===== src/rtl/riscv_mem_arbiter.sv =====
// Two-port (instruction fetch / load-store) arbiter in front of a single-port,
// fixed-latency memory. One transaction is in flight at a time; contention is round-robin.
module riscv_mem_arbiter #(
    parameter int AW      = 32,
    parameter int DW      = 32,
    parameter int MEM_LAT = 2
) (
    input  logic          clk,
    input  logic          reset,
    input  logic          if_req,
    input  logic [AW-1:0] if_addr,
    output logic          if_gnt,
    output logic          if_rvalid,
    output logic [DW-1:0] if_rdata,
    input  logic          ls_req,
    input  logic          ls_we,
    input  logic [3:0]    ls_be,
    input  logic [AW-1:0] ls_addr,
    input  logic [DW-1:0] ls_wdata,
    output logic          ls_gnt,
    output logic          ls_rvalid,
    output logic [DW-1:0] ls_rdata,
    output logic          mem_req,
    output logic          mem_we,
    output logic [3:0]    mem_be,
    output logic [AW-1:0] mem_addr,
    output logic [DW-1:0] mem_wdata,
    input  logic [DW-1:0] mem_rdata,
    output logic          busy
);

    typedef enum logic [1:0] {IDLE, ISSUE, WAIT, RESP} state_t;

    state_t          state_reg, state_next;
    logic [2:0]      cnt_reg, cnt_next;
    logic            last_ls_reg;
    logic            owner_ls_reg;
    logic            we_reg;
    logic [3:0]      be_reg;
    logic [AW-1:0]   addr_reg;
    logic [DW-1:0]   wdata_reg;
    logic [DW-1:0]   rdata_reg;
    logic            grant_if, grant_ls, grant_any;
    logic            resp_cycle;
    logic            capture;

    // Grants are combinational and masked by reset so every output is 0 while held in reset.
    always_comb begin
        grant_if = 1'b0;
        grant_ls = 1'b0;
        if (reset && state_reg == IDLE) begin
            if (if_req && ls_req) begin
                grant_ls = ~last_ls_reg;
                grant_if = last_ls_reg;
            end else begin
                grant_if = if_req;
                grant_ls = ls_req;
            end
        end
    end

    assign grant_any = grant_if | grant_ls;

    // WAIT spans MEM_LAT cycles so the capture lands on the cycle mem_rdata is valid.
    always_comb begin
        state_next = state_reg;
        cnt_next   = cnt_reg;
        case (state_reg)
            IDLE: begin
                if (grant_any) begin
                    state_next = ISSUE;
                end
            end
            ISSUE: begin
                state_next = WAIT;
                cnt_next   = 3'(MEM_LAT - 1);
            end
            WAIT: begin
                if (cnt_reg == 3'd0) begin
                    state_next = RESP;
                end else begin
                    cnt_next = cnt_reg - 3'd1;
                end
            end
            RESP: begin
                state_next = IDLE;
            end
            default: begin
                state_next = IDLE;
            end
        endcase
    end

    assign capture = (state_reg == WAIT) && (cnt_reg == 3'd0);

    always_ff @(posedge clk or negedge reset) begin
        if (!reset) begin
            state_reg    <= IDLE;
            cnt_reg      <= 3'd0;
            last_ls_reg  <= 1'b0;
            owner_ls_reg <= 1'b0;
            we_reg       <= 1'b0;
            be_reg       <= 4'h0;
            addr_reg     <= '0;
            wdata_reg    <= '0;
            rdata_reg    <= '0;
        end else begin
            state_reg <= state_next;
            cnt_reg   <= cnt_next;
            if (grant_any) begin
                last_ls_reg  <= grant_ls;
                owner_ls_reg <= grant_ls;
                we_reg       <= grant_ls & ls_we;
                be_reg       <= grant_ls ? ls_be : 4'hF;
                addr_reg     <= grant_ls ? ls_addr : if_addr;
                wdata_reg    <= grant_ls ? ls_wdata : '0;
            end
            if (capture) begin
                rdata_reg <= mem_rdata;
            end
        end
    end

    assign if_gnt     = grant_if;
    assign ls_gnt     = grant_ls;
    assign busy       = (state_reg != IDLE);

    assign mem_req    = (state_reg == ISSUE);
    assign mem_we     = mem_req & we_reg;
    assign mem_be     = mem_req ? be_reg : 4'h0;
    assign mem_addr   = mem_req ? addr_reg : '0;
    assign mem_wdata  = mem_req ? wdata_reg : '0;

    // Stores still get an rvalid acknowledge but never return data.
    assign resp_cycle = (state_reg == RESP);
    assign if_rvalid  = resp_cycle & ~owner_ls_reg;
    assign ls_rvalid  = resp_cycle & owner_ls_reg;
    assign if_rdata   = if_rvalid ? rdata_reg : '0;
    assign ls_rdata   = (ls_rvalid & ~we_reg) ? rdata_reg : '0;

endmodule


===== config.mk =====
export PLATFORM = sky130hd
export DESIGN_NAME = riscv_mem_arbiter
export DESIGN_NICKNAME = d
export VERILOG_FILES = /design/src/rtl/riscv_mem_arbiter.sv
export SDC_FILE = /design/constraint.sdc
export NUM_CORES = 1
export LEC_CHECK = 0
export ABC_CLOCK_PERIOD_IN_PS = 1600
export CORE_MARGIN = 3
export CORE_UTILIZATION = 36
export DETAILED_ROUTE_END_ITERATION = 8
export PLACE_DENSITY = 0.78
export SLEW_MARGIN = 10
export SYNTH_ARGS = -nofsm -noshare
export SYNTH_HDL_FRONTEND = slang
export SYNTH_SLANG_ARGS = --single-unit

===== constraint.sdc =====
create_clock -name clk -period 1.6 [get_ports clk]
set_input_delay 0.16 -clock clk [delete_from_list [all_inputs] [get_ports clk]]
set_output_delay 0.16 -clock clk [all_outputs]
set_load 0.005 [all_outputs]

==> impl_metrics.yaml, run 1 <==
clock_network:
  cts_tree: "built"
  clock-sinks: 107
  cts.clk_slew.worst_paths_ns: 0.08
  cts_buffers: 9
  htree_levels: 3
  ctsLongestPathBuffers: 2
  clk_latency_ns: 0.35
  cts_root_buf: "clkbuf_16"
placed_design:
  gp_congestion: 0.872
  place_inst: 902
  hpwl_mm: 11.9
  place_ws_ns: -0.345
  portBuffers: 275
logic_synthesis:
  syn_nets: 592
  syn_avg_cell_area_um2: 11.6
  syn_area_mm2: 0.00519
  ys_seq_elements: 107
  yosys_warnings: 0
  synth.distinct_cells: 26
  synth_top_area_frac: 0.516
  syn_inst: 448
  yosysSeqAreaShare: 0.516
  yosysTopAreaCell: "dfrtp_1"
  synth_area_leaders: "dfrtp_1 52%, and2_1 19%, mux2_2 7.2%"
detailed_routing:
  wire_per_inst_um: 20.3
  drt_wl_total_mm: 19.7
  first_iter_violations: 146
  vias: 4953
  dr.pass1.iters: 4
  via_per_inst: 5.09
  ant_nets: 0
  post-route-drc-count: 0
grt:
  overflow: 0
  antenna_found_initial: 1
  grt_pass1_vias: 5244
  grt_use_total: 0.227
  grt_first_pass_wirelength_mm: 28.6
  grt_max_degree: 80
sta:
  setup_violations: 241
  relSlewSlack: 0.347
  rsz0062_at_grt: "yes"
  max_freq_mhz: 511
  finClkSkew_ns: 0.0159
  post-route-period-util: 1.22
  drv_slew: 0
  layout_setup_ws_ns: -0.357
  hold_viol: 0
  fin_crit_ns: 1.96
  worst_pin_slew_ns: 0.980
final_layout:
  multi_input_area_mm2: 0.00275
  seqCellArea_mm2: 0.00268
  syn_to_final_growth_pct: 92.4
  drive_above_1_share: 0.518
  utilization: 0.714
  final_common_cell: "clkdlybuf4s50_1"
  finalNonFillerCells: 973
  n_antenna_cell: 0
  fin_nets: 932
  n_fill_cell: 928
  final_cell_mix: "135 x clkdlybuf4s50_1, 132 x and2_4, 128 x buf_6, 107 x dfrtp_1"
floorplan:
  die-area_mm2: 0.0159
  initial_core_util: 0.371
  die_w_um: 126
  pin_count: 276
  die_h_um: 126
  rows: 43
  core-area_mm2: 0.0140
critical_path:
  crit_type: "reg -> out"
  required_ns: 1.44
  cp_common_cell: "buf_6"
  crit_chain: "buf_6 > ha_4 > buf_12 > buf_12 > buf_8 > buf_6 > and2_4 > buf_6"
  cp.arrival_ns: 1.80
  end_kind: "output pin"
  crit_path_max_fanout: 6
  max_stage_delay_ns: 0.40
  cp_slowest_cell: "dfrtp_1"
  start_kind: "flop"
power_and_ir_drop:
  peakVddDrop_uv: 754
  leakagePower_nw: 4.68
  powerDensity_mw_per_mm2: 1680
outcome:
  status: "complete, but fails checks"
  violations: "setup timing"
flow_run:
  drv_cap: 0
hold_path:
  hold_path.class: "in -> reg"
[layer usage]
metal	global-route usage	part of all wire	vias to the layer above
li1	-	-	2240
met1	0.262	0.38	2430
met2	0.408	0.52	236
met3	0.0530	0.068	45
met4	0.0877	0.030	2
met5	0	0.00066	-
[cells in the mapped netlist (all sizes together)]
cell type	instances
mux2	33
nand2b	1
a22o	34
o211ai	1
ha	7
and2	166
nand2	5
nor2b	2
buf	19
a2bb2oi	1
o21ai	5
clkbuf	14
a221o	32
o211a	1
o22a	4
a21o	1
nor2	2
a21boi	1
inv	8
a21oi	1
o2bb2ai	1
dfrtp	107
nand3	2
[critical path: cells and delay by family, from the launching register on]
kind	cells	cell delay, ns
buffers and inverters	6	0.75
flip-flops	1	0.40
adder cells (fa/ha/maj)	1	0.17
AND/OR/NAND/NOR	1	0.13
[timing repair]
item,in CTS,in global routing
endpoints found under the hold margin,28,0
gates cloned,13,11
gates resized for setup,738,127
setup endpoints to repair,238,244
pin swaps,41,12
buffers inserted,37,9
hold buffers,1,0
[through the flow]
| step | cell area [µm²] | hold WS, ns | power [mW] | setup TNS (ns) |
|---|---|---|---|---|
| after floorplan | 5200 | -0.136 | 7.68 | 0 |
| after global placement | 8320 | 0.248 | 10.8 | -29.99 |
| after detailed placement | 8320 | 0.261 | 11.1 | -39.02 |
| after CTS | 9690 | 0.402 | 16.0 | -46.14 |
| after global routing | 9980 | 0.410 | 17.6 | -58.34 |
| final | 9980 | 0.414 | 16.8 | -45.48 |
[final timing paths]
kind | end | slack, ns | cells after the start | from
setup / recovery | mem_we | -0.36 | 8 | state_reg[0]
hold / removal | addr_reg[29] | 0.41 | 2 | if_addr[29]
setup reg to reg | addr_reg[7] | -0.28 | 9 | state_reg[0]
hold reg to reg | be_reg[0] | 0.49 | 1 | be_reg[0]
max in group asynchronous | wdata_reg[27] | 0.18 | 3 | reset
min in group asynchronous | be_reg[1] | 0.54 | 3 | reset
[cell families (layout without fill, tap and decap cells)]
logic type	after synthesis	count (layout)	synth area share
AO/OA/AOI/OAI	82	82	0.142
adder cells (fa/ha/maj)	7	7	0.0169
buffers and inverters	41	386	0.0427
flip-flops	107	107	0.516
multiplexers	33	33	0.0716
AND/OR/NAND/NOR	178	178	0.211
[where the power goes]
part	internal [mW]	switching [mW]	leakage (nW)	total [mW]
combinational	6.33	3.31	3.21	9.64
clock	1.13	1.05	0.146	2.18
sequential	4.01	0.963	1.32	4.97
total	11.5	5.32	4.68	16.8
[final cells by class]
type,count,area share
repair buffers,362,0.400
well taps,180,0.0226
multi-input cells,300,0.275
inverters,8,0.00401
clock inverters,6,0.00602
clock buffers,10,0.0239
flip-flops and latches,107,0.268
Note: power is estimated with default switching activity, not from simulation.
==> run 2: changes to the inputs <==
--- a/config.mk
+++ b/config.mk
@@ -5,9 +5,9 @@
 export SDC_FILE = /design/constraint.sdc
 export NUM_CORES = 1
 export LEC_CHECK = 0
-export ABC_CLOCK_PERIOD_IN_PS = 1600
 export CORE_MARGIN = 3
 export CORE_UTILIZATION = 36
+export CTS_CLUSTER_SIZE = 10
 export DETAILED_ROUTE_END_ITERATION = 8
 export PLACE_DENSITY = 0.78
 export SLEW_MARGIN = 10
==> results of run 2 <==
The final DEF is identical to that of run 1; final timing and power are the same.
